===== src/rtl/instr_loop_sched_pkg.sv =====
// Shared definitions for the instruction loop sequencer: opcode field layout,
// the opcodes the sequencer reacts to, and the controller state type.
package instr_loop_sched_pkg;

  localparam int unsigned OPC_W = 4;

  localparam logic [OPC_W-1:0] END_ISEQ = 4'h0;
  localparam logic [OPC_W-1:0] STOP     = 4'hF;

  typedef enum logic [1:0] {
    IDLE   = 2'd0,
    FILL   = 2'd1,
    REPLAY = 2'd2,
    DRAIN  = 2'd3
  } state_t;

endpackage


===== src/rtl/instr_loop_sched_if.sv =====
// Host, BRAM and instruction-FIFO signals of the loop sequencer.
// The slave side is the sequencer; the master side is its environment.
interface instr_loop_sched_if #(
  parameter int unsigned ADDR_SIZE = 13,
  parameter int unsigned CMD_SIZE  = 32,
  parameter int unsigned ITER_W    = 16
);
  logic                 app_en;
  logic [CMD_SIZE-1:0]  app_instr;
  logic                 app_ack;
  logic [ITER_W-1:0]    loop_count;

  logic                 bram_we;
  logic [ADDR_SIZE-1:0] bram_waddr;
  logic [CMD_SIZE-1:0]  bram_wdata;
  logic                 bram_re;
  logic [ADDR_SIZE-1:0] bram_raddr;
  logic [CMD_SIZE-1:0]  bram_rdata;

  logic                 out_valid;
  logic [CMD_SIZE-1:0]  out_instr;
  logic                 out_ready;

  logic                 looping;
  logic [ITER_W-1:0]    iter_cnt;
  logic                 done;
  logic                 overflow;

  modport master (
    output app_en, app_instr, loop_count, bram_rdata, out_ready,
    input  app_ack, bram_we, bram_waddr, bram_wdata, bram_re, bram_raddr,
           out_valid, out_instr, looping, iter_cnt, done, overflow
  );

  modport slave (
    input  app_en, app_instr, loop_count, bram_rdata, out_ready,
    output app_ack, bram_we, bram_waddr, bram_wdata, bram_re, bram_raddr,
           out_valid, out_instr, looping, iter_cnt, done, overflow
  );

endinterface


===== src/rtl/instr_loop_sched_skid.sv =====
// Two-entry FIFO that catches BRAM read data; its occupancy feeds the
// read-credit decision in the sequencer.
module loop_skid_buf #(
  parameter int unsigned W = 32
) (
  input  logic         clk,
  input  logic         rst_n,
  input  logic         push,
  input  logic [W-1:0] din,
  input  logic         pop,
  output logic [W-1:0] dout,
  output logic         valid,
  output logic [1:0]   count
);

  logic [W-1:0] mem [2];
  logic         wr_idx;
  logic         rd_idx;
  logic [1:0]   cnt;
  logic         do_push;
  logic         do_pop;

  assign do_pop  = pop && (cnt != 2'd0);
  assign do_push = push && ((cnt != 2'd2) || do_pop);

  always_ff @(posedge clk or negedge rst_n) begin
    if (!rst_n) begin
      for (int unsigned i = 0; i < 2; i++) mem[i] <= '0;
      wr_idx <= 1'b0;
      rd_idx <= 1'b0;
      cnt    <= 2'd0;
    end else begin
      if (do_push) begin
        mem[wr_idx] <= din;
        wr_idx      <= ~wr_idx;
      end
      if (do_pop) rd_idx <= ~rd_idx;
      cnt <= cnt + {1'b0, do_push} - {1'b0, do_pop};
    end
  end

  assign dout  = mem[rd_idx];
  assign valid = (cnt != 2'd0);
  assign count = cnt;

endmodule


===== src/rtl/instr_loop_sched.sv =====
// Instruction-buffer sequencer: captures a host program into BRAM, then
// replays it to the instruction FIFO a fixed number of times or until STOP.
module instr_loop_sched
  import instr_loop_sched_pkg::*;
#(
  parameter int unsigned ADDR_SIZE = 13,
  parameter int unsigned CMD_SIZE  = 32,
  parameter int unsigned ITER_W    = 16
) (
  input logic               clk,
  input logic               rst_n,
  instr_loop_sched_if.slave bus
);

  localparam int unsigned LEN_W = ADDR_SIZE + 1;

  state_t               state_q, state_d;
  logic [ADDR_SIZE-1:0] wr_ptr;
  logic [ADDR_SIZE-1:0] rd_ptr;
  logic [LEN_W-1:0]     len;
  logic [ITER_W-1:0]    iter_cnt;
  logic [ITER_W-1:0]    loop_q;
  logic [ITER_W-1:0]    iter_next;
  logic                 overflow;
  logic                 stop_pend;
  logic                 inflight;

  logic [OPC_W-1:0]     opcode;
  logic                 is_end;
  logic                 is_stop;
  logic                 stop_now;
  logic                 last_rd;
  logic                 reached;
  logic                 credit_ok;

  logic                 app_ack;
  logic                 bram_we;
  logic [ADDR_SIZE-1:0] bram_waddr;
  logic                 bram_re;
  logic                 done;

  logic [1:0]           skid_cnt;
  logic                 skid_valid;
  logic                 skid_pop;
  logic [CMD_SIZE-1:0]  skid_dout;

  assign opcode    = bus.app_instr[CMD_SIZE-1 -: OPC_W];
  assign is_end    = (opcode == END_ISEQ);
  assign is_stop   = (opcode == STOP);
  assign stop_now  = (state_q == REPLAY) && bus.app_en && is_stop;
  assign last_rd   = ({1'b0, rd_ptr} == (len - LEN_W'(1)));
  assign iter_next = (&iter_cnt) ? iter_cnt : iter_cnt + ITER_W'(1);
  assign reached   = (loop_q != '0) && (iter_next == loop_q);
  // Skid entries plus the read in flight may never exceed the two skid slots,
  // so nothing is lost when the FIFO stalls.
  assign credit_ok = (({1'b0, skid_cnt} + {2'b00, inflight}) < 3'd2);

  always_comb begin
    state_d    = state_q;
    app_ack    = 1'b0;
    bram_we    = 1'b0;
    bram_waddr = '0;
    bram_re    = 1'b0;
    done       = 1'b0;
    case (state_q)
      IDLE: begin
        if (bus.app_en) begin
          app_ack = 1'b1;
          bram_we = 1'b1;
          state_d = is_end ? REPLAY : FILL;
        end
      end
      FILL: begin
        if (bus.app_en) begin
          app_ack    = 1'b1;
          bram_we    = 1'b1;
          bram_waddr = wr_ptr;
          if (is_end)             state_d = REPLAY;
          else if (wr_ptr == '1)  state_d = IDLE;
        end
      end
      REPLAY: begin
        app_ack = stop_now;
        if (credit_ok) begin
          bram_re = 1'b1;
          if (last_rd && (reached || stop_pend || stop_now)) state_d = DRAIN;
        end
      end
      DRAIN: begin
        if ((skid_cnt == 2'd0) && !inflight) begin
          done    = 1'b1;
          state_d = IDLE;
        end
      end
      default: state_d = IDLE;
    endcase
  end

  always_ff @(posedge clk or negedge rst_n) begin
    if (!rst_n) begin
      state_q   <= IDLE;
      wr_ptr    <= '0;
      rd_ptr    <= '0;
      len       <= '0;
      iter_cnt  <= '0;
      loop_q    <= '0;
      overflow  <= 1'b0;
      stop_pend <= 1'b0;
      inflight  <= 1'b0;
    end else begin
      state_q  <= state_d;
      inflight <= bram_re;
      case (state_q)
        IDLE: begin
          if (bus.app_en) begin
            loop_q    <= bus.loop_count;
            overflow  <= 1'b0;
            rd_ptr    <= '0;
            iter_cnt  <= '0;
            stop_pend <= 1'b0;
            if (is_end) len    <= LEN_W'(1);
            else        wr_ptr <= ADDR_SIZE'(1);
          end
        end
        FILL: begin
          if (bus.app_en) begin
            wr_ptr <= wr_ptr + ADDR_SIZE'(1);
            if (is_end)            len      <= {1'b0, wr_ptr} + LEN_W'(1);
            else if (wr_ptr == '1) overflow <= 1'b1;
          end
        end
        REPLAY: begin
          if (stop_now) stop_pend <= 1'b1;
          if (bram_re) begin
            rd_ptr <= last_rd ? '0 : rd_ptr + ADDR_SIZE'(1);
            if (last_rd) iter_cnt <= iter_next;
          end
        end
        default: ;
      endcase
    end
  end

  loop_skid_buf #(.W(CMD_SIZE)) u_skid (
    .clk   (clk),
    .rst_n (rst_n),
    .push  (inflight),
    .din   (bus.bram_rdata),
    .pop   (skid_pop),
    .dout  (skid_dout),
    .valid (skid_valid),
    .count (skid_cnt)
  );

  assign skid_pop       = skid_valid && bus.out_ready;

  assign bus.app_ack    = app_ack;
  assign bus.bram_we    = bram_we;
  assign bus.bram_waddr = bram_waddr;
  assign bus.bram_wdata = bram_we ? bus.app_instr : '0;
  assign bus.bram_re    = bram_re;
  assign bus.bram_raddr = bram_re ? rd_ptr : '0;
  assign bus.out_valid  = skid_valid;
  assign bus.out_instr  = skid_valid ? skid_dout : '0;
  assign bus.looping    = (state_q == REPLAY) || (state_q == DRAIN);
  assign bus.iter_cnt   = iter_cnt;
  assign bus.done       = done;
  assign bus.overflow   = overflow;

endmodule


===== src/flat_wrapper.sv =====
// flat-port wrapper written by rule: the top's interface ports become plain ports
module instr_loop_sched_flat import instr_loop_sched_pkg::*;
#(
  parameter int unsigned ADDR_SIZE = 13,
  parameter int unsigned CMD_SIZE  = 32,
  parameter int unsigned ITER_W    = 16
)
  (clk, rst_n, bus_app_en, bus_app_instr, bus_loop_count, bus_bram_rdata, bus_out_ready, bus_app_ack, bus_bram_we, bus_bram_waddr, bus_bram_wdata, bus_bram_re, bus_bram_raddr, bus_out_valid, bus_out_instr, bus_looping, bus_iter_cnt, bus_done, bus_overflow);
  instr_loop_sched_if #(.ADDR_SIZE(ADDR_SIZE), .CMD_SIZE(CMD_SIZE), .ITER_W(ITER_W)) bus_i ();
  input logic clk;
  input logic rst_n;
  input wire logic [$bits(bus_i.app_en)-1:0] bus_app_en;
  input wire logic [$bits(bus_i.app_instr)-1:0] bus_app_instr;
  input wire logic [$bits(bus_i.loop_count)-1:0] bus_loop_count;
  input wire logic [$bits(bus_i.bram_rdata)-1:0] bus_bram_rdata;
  input wire logic [$bits(bus_i.out_ready)-1:0] bus_out_ready;
  output wire logic [$bits(bus_i.app_ack)-1:0] bus_app_ack;
  output wire logic [$bits(bus_i.bram_we)-1:0] bus_bram_we;
  output wire logic [$bits(bus_i.bram_waddr)-1:0] bus_bram_waddr;
  output wire logic [$bits(bus_i.bram_wdata)-1:0] bus_bram_wdata;
  output wire logic [$bits(bus_i.bram_re)-1:0] bus_bram_re;
  output wire logic [$bits(bus_i.bram_raddr)-1:0] bus_bram_raddr;
  output wire logic [$bits(bus_i.out_valid)-1:0] bus_out_valid;
  output wire logic [$bits(bus_i.out_instr)-1:0] bus_out_instr;
  output wire logic [$bits(bus_i.looping)-1:0] bus_looping;
  output wire logic [$bits(bus_i.iter_cnt)-1:0] bus_iter_cnt;
  output wire logic [$bits(bus_i.done)-1:0] bus_done;
  output wire logic [$bits(bus_i.overflow)-1:0] bus_overflow;
  assign bus_i.app_en = bus_app_en;
  assign bus_i.app_instr = bus_app_instr;
  assign bus_i.loop_count = bus_loop_count;
  assign bus_i.bram_rdata = bus_bram_rdata;
  assign bus_i.out_ready = bus_out_ready;
  assign bus_app_ack = bus_i.app_ack;
  assign bus_bram_we = bus_i.bram_we;
  assign bus_bram_waddr = bus_i.bram_waddr;
  assign bus_bram_wdata = bus_i.bram_wdata;
  assign bus_bram_re = bus_i.bram_re;
  assign bus_bram_raddr = bus_i.bram_raddr;
  assign bus_out_valid = bus_i.out_valid;
  assign bus_out_instr = bus_i.out_instr;
  assign bus_looping = bus_i.looping;
  assign bus_iter_cnt = bus_i.iter_cnt;
  assign bus_done = bus_i.done;
  assign bus_overflow = bus_i.overflow;
  instr_loop_sched #(.ADDR_SIZE(ADDR_SIZE), .CMD_SIZE(CMD_SIZE), .ITER_W(ITER_W)) u_core (.clk(clk), .rst_n(rst_n), .bus(bus_i));
endmodule

===== config.mk =====
export PLATFORM = sky130hd
export DESIGN_NAME = instr_loop_sched_flat
export DESIGN_NICKNAME = d
export VERILOG_FILES = /design/src/rtl/instr_loop_sched_pkg.sv /design/src/rtl/instr_loop_sched_if.sv /design/src/rtl/instr_loop_sched_skid.sv /design/src/rtl/instr_loop_sched.sv /design/src/flat_wrapper.sv
export SDC_FILE = /design/constraint.sdc
export NUM_CORES = 1
export LEC_CHECK = 0
export BUFFER_PORTS_ARGS = -buffer_cell sky130_fd_sc_hd__buf_4
export CORE_ASPECT_RATIO = 0.75
export CORE_MARGIN = 4
export CORE_UTILIZATION = 45
export DETAILED_ROUTE_END_ITERATION = 10
export PLACE_DENSITY = 0.69
export SYNTH_ARGS = -nofsm -noshare
export SYNTH_HDL_FRONTEND = slang
export SYNTH_SLANG_ARGS = --single-unit

===== constraint.sdc =====
create_clock -name clk -period 6.03 [get_ports clk]
set_input_delay 0.9045 -clock clk [delete_from_list [all_inputs] [get_ports clk]]
set_output_delay 0.9045 -clock clk [all_outputs]
set_load 0.01 [all_outputs]

After elaboration in Yosys (flattened, before gate mapping)
Index checks and enable logic that the tools add are counted.
W data, S select, Z words.
- add/subtract/negate cells: 8
- $lt $le $gt $ge: 4
- equal/unequal tests: 22
- mux-type cells: 52
- bitwise logic cells: 4
- reductions and logical operators: 31
- operators by type and width (operator ; number):
    $mux W32 ; 6
    $mux W13 ; 9
    $bwmux W64 ; 1
    $mux W16 ; 4
    $mux W14 ; 4
    $pmux W13 S2 ; 2
    $demux W32 S1 ; 1
    $pmux W16 S2 ; 1
    $pmux W14 S2 ; 1
    $add A13 B1 Y13 const B ; 2
    $add A16 B1 Y16 const B ; 1
    $eq A16 B16 Y1 ; 1
    $mux W2 ; 8
    $ne A2 B1 Y1 const B ; 8
    $reduce_and A16 Y1 ; 1
    $reduce_bool A16 Y1 ; 1
    $add A13 B1 Y14 const B ; 1
    $eq A13 B14 Y1 ; 1
    $sub A14 B1 Y14 const B ; 1
    $eq A13 B13 Y1 const B ; 1
    $ne A2 B2 Y1 const B ; 6
    $mux W1 ; 11
    $reduce_and A5 Y1 ; 2
    $logic_and A1 B1 Y1 ; 9
    other kinds (24) ; 38
- register bits: 145
- input bits: 84
- output and inout port bits: 113
- word-level logic and storage cells: 135

Depth between registers and ports, before layout
- depth after elaboration: 10
- mapped depth: 11
- depth with buffers taken out: 9

Cells and area by module
Synthesis repeated with hierarchy kept, for this count alone.
- cells, all modules: 941
- area total of the unflattened synthesis: 8755.9 µm²
- by module, submodules not included (module ; times used ; cells each ; area an instance (µm²)):
    instr_loop_sched ; 1 ; 745 ; 5749.3
    loop_skid_buf ; 1 ; 196 ; 3006.6

Worst setup path before layout
Ideal clock, no wire load.
- path kind: input port to output port
- start: in bus_app_en
- end: out bus_bram_wdata[10]
- arrival: 1880 ps
- setup slack: 3245 ps
- stages on the path: 5
- buffers on the path: 3
- cells stage by stage: nor2b_1 > clkbuf_1 > clkbuf_1 > clkbuf_1 > and2_1
- word-level cells in the longest chain between the ends: 3
- ends and longest elaborated chain (item ; RTL line ; RTL):
    from (decl) ; flat_wrapper.sv:12 ; input wire logic [$bits(bus_i.app_en)-1:0] bus_app_en;
    $mux W1 ; instr_loop_sched.sv:67, instr_loop_sched.sv:74 ;
    $mux W1 ; n/a ;
    $mux W32 ; instr_loop_sched.sv:160 ; assign bus.bram_wdata = bram_we ? bus.app_instr : '0;
    to (decl) ; flat_wrapper.sv:20 ; output wire logic [$bits(bus_i.bram_wdata)-1:0] bus_bram_wdata;
Every way passes these cells.

Worst setup path after layout
- start: reg u_core.len[0]
- end: reg u_core.iter_cnt[13] (netlist: u_core.bus.iter_cnt[13])
- word-level cells in the longest chain between the ends: 4
- ends and longest elaborated chain (item ; RTL line ; RTL):
    from (decl) ; instr_loop_sched.sv:20 ; logic [LEN_W-1:0] len;
    from (signal assigned) ; instr_loop_sched.sv:128 ; if (is_end) len <= {1'b0, wr_ptr} + LEN_W'(1);
    $sub A14 B1 Y14 ; instr_loop_sched.sv:51 ; assign last_rd = ({1'b0, rd_ptr} == (len - LEN_W'(1)));
    $eq A13 B14 Y1 ; instr_loop_sched.sv:51 ;
    $ne A2 B1 Y1 (no source line) ; n/a ;
    $reduce_and A4 Y1 (no source line) ; n/a ;
    to (signal assigned) ; instr_loop_sched.sv:136 ; if (last_rd) iter_cnt <= iter_next;
    to (decl) ; instr_loop_sched.sv:21 ; logic [ITER_W-1:0] iter_cnt;
Every way passes these cells.
A chain may end at the register's enable or synchronous reset.

==> results.md <==
* Synth area leaders: dfrtp_1 43%, mux2_2 11%, mux2i_1 4.3%
* Core ar. at 18000 um2
* Worst vdd ir at 0.214 mV
* DR vias at 7384
* Hold_buf cts at 0
* Fin crit period at 3310 ps
* Worst-Margin Slew at 1080 ps
* Sequential cell area at 3630 um2
* Clock sinks at 145
* Num rows at 42
* Setup CP Type: register to register
* Final Core Density at 0.590
* Flop and latch count out of synthesis at 145
* Final Hold Viols at 0
* NumNets Final at 1117
* Die Span Y at 126 um
* H-tree levels at 4
* Cts repair resizes at 0
* Synthesized area per cell at 9.78 um2
* Mapped Area at 8380 um2
* Most common cell after layout, fill and taps aside: buf_4
* Latest clock arrival within the worst-skew pair at 420 ps
* Final Cycle Share at 0.549
* RSZ-0062 raised after global routing: no
* Share of the synthesized area in the top cell type at 0.433
* Layout cells sized above 1 at 0.328
* Vias per inst at 5.76
* Leakage at 0.00500 uW
* Most used DFF post-synth: dfrtp_1
* GRT overflow at 0
* Vias in the first global route at 7000
* Worst-path fanout max at 11
* First-pass GRT wire length at 38200 um
* Fillcell total at 1584
* DP Wirelength at 17000 um
* Combinational Power Share at 0.360
* Max-Cap Viols at 0
* Biggest area consumer among synthesized cells: dfrtp_1
* Fin area at 10600 um2
* Final weighted congestion in routability-driven placement at 0.949
* Clock slew at reported path FFs at 70 ps
* I/O pins at 197
* Clock group share of total power at 0.251
* Distinct cells, synth at 69
* YS warnings at 0
* Largest net degree at the start of global routing at 78
* Number of antenna violations at the first check in global routing at 0
* WP data arrival at 3580 ps
* DRC Markers at 0
* Placed Area at 10000 um2
* Die area at 20900 um2
* Post-synthesis sequential area ratio at 0.433
* Setup TNS at 0 ps
* Slew headroom at 0.282
* Initial Util at 0.466
* Post-route ant nets at 0
* Clk root buf: clkbuf_16
* Pwr dens at 389 nW/um2
* Fmax at 302 MHz
* Switching share of total power at 0.363
* Nature of the critical path endpoint: register
* Post-CTS setup buffers at 0
* Post-synth EDFFs at 0
* Seq pwr share at 0.389
* TritonCTS clock tree: yes
* Syn nets at 946
* DRT Pass-1 Iters at 5
* Final Slew Violations at 0
* Synth async-reset ratio at 1.00
* Area Growth Syn to Fin at 26.5%
* Multi-input logic area at 4490 um2
* Status: finished clean
* DR iter-0 viols at 670
* Die Width at 166 um
* Most frequent cells in the layout: 207 x buf_4, 144 x dfrtp_1, 80 x mux2_2, 69 x nand2_1, 65 x nor2_1
* Gate Count Post-Synth at 857
* Switch Pwr at 1490 uW
* Post-Route WL at 23600 um
* CTS Buf Count at 17
* HP Class: input port to asynchronous set/reset pin
* CP Launch Type: register
* Port buffer count at 196
* Clock buffer depth at 2
* Worst Skew at 8.43 ps
* CP Data Required Time at 6300 ps
* Wire per inst at 18.4 um
* P_int at 2630 uW
* GRT Total Usage at 0.224
* N_diodes at 0
* Final setup viols at 0
## power groups by stage
stage               Combinational [uW]  Clock, uW  Sequential, uW
finish                            1480       1030            1600
global route                      1640       1100            1640
CTS                               1490       1050            1600
detailed placement                1480          0            1610
global placement                  1460          0            1600
floorplan                         1070          0            1460
## cells by family (layout without fill, tap and decap cells)
family | Yosys count | count (layout) | share of synthesized area
AOI/OAI and AO/OA | 157 | 157 | 0.125
xor gates and xnor gates | 46 | 46 | 0.0481
adders and majority gates | 6 | 6 | 0.00866
buffers and inverters | 68 | 252 | 0.0337
DFF | 145 | 145 | 0.433
muxes | 116 | 116 | 0.150
and+or+nand+nor | 319 | 319 | 0.201
## sequential cells by signal, summed over array words and instances, names as in the netlist
signal                flops
u_core.u_skid.wr_idx      1
u_core.bus.iter_cnt      16
u_core.u_skid.count       2
u_core.state_q            2
u_core.u_skid.rd_idx      1
u_core.loop_q            16
u_core.inflight           1
u_core.len               14
u_core.bus.overflow       1
u_core.wr_ptr            13
u_core.rd_ptr            13
u_core.stop_pend          1
u_core.u_skid.mem        64
## Yosys cell counts (6+ instances only)
master	n
dfrtp_1	145
mux2_2	80
nand2_1	69
nor2_1	67
o21ai_0	51
clkbuf_1	50
and3_1	38
mux2i_1	36
and2_1	33
xnor2_1	27
nand3_1	26
a21oi_1	22
xor2_1	19
a31oi_1	15
nand4_1	14
nor4_1	13
inv_1	12
nor3_1	12
nor2b_1	8
nor3b_1	8
o21ai_1	8
o31ai_1	8
a21o_1	6
a21oi_2	6
## critical path: stages, from the launching register on
cell	delay, ps
dfrtp_1	440
inv_1	110
ha_1	250
nor4b_1	510
nand4_1	170
o32ai_1	240
a21oi_1	150
o41a_1	580
nor2_2	540
a21oi_1	140
## stage by stage
stage | hold slack (ps) | total power [uW] | setup slack [ps] | std cells
after floorplan | 451 | 2530 | 3250 | 857
after global placement | 464 | 3060 | 2920 | 1251
after detailed placement | 468 | 3100 | 2810 | 1251
after CTS | 482 | 4140 | 2780 | 1283
after global routing | 498 | 4380 | 2520 | 1283
final | 482 | 4120 | 2720 | 1283
## final timing paths
kind / from / depth (start not counted) / slack, ps / to
setup / recovery: u_core.len[0] / 9 / 2720 / u_core.bus.iter_cnt[13]
hold / removal: rst_n / 1 / 480 / u_core.u_skid.mem[58]
setup reg to reg: u_core.len[0] / 9 / 2720 / u_core.bus.iter_cnt[13]
hold reg to reg: u_core.stop_pend / 1 / 490 / u_core.stop_pend
max in group asynchronous: rst_n / 2 / 4120 / u_core.u_skid.rd_idx
min in group clk: u_core.stop_pend / 1 / 490 / u_core.stop_pend
## layer usage
layer / up-vias / GRT usage / part of all wire
met1: 3519 / 0.337 / 0.47
met4: 0 / 0.0597 / 0.012
met2: 396 / 0.319 / 0.43
met3: 24 / 0.0614 / 0.092
li1: 3445 / - / -
met5: - / 0 / 0
## cell type report
class | count | area share
Multi-Input combinational cell | 644 | 0.423
Sequential cell | 145 | 0.342
Timing Repair Buffer | 208 | 0.148
Clock buffer | 18 | 0.0405
Tap cell | 242 | 0.0286
Clock inverter | 14 | 0.0137
Inverter | 12 | 0.00425
Power figures use the tool's default switching activity.
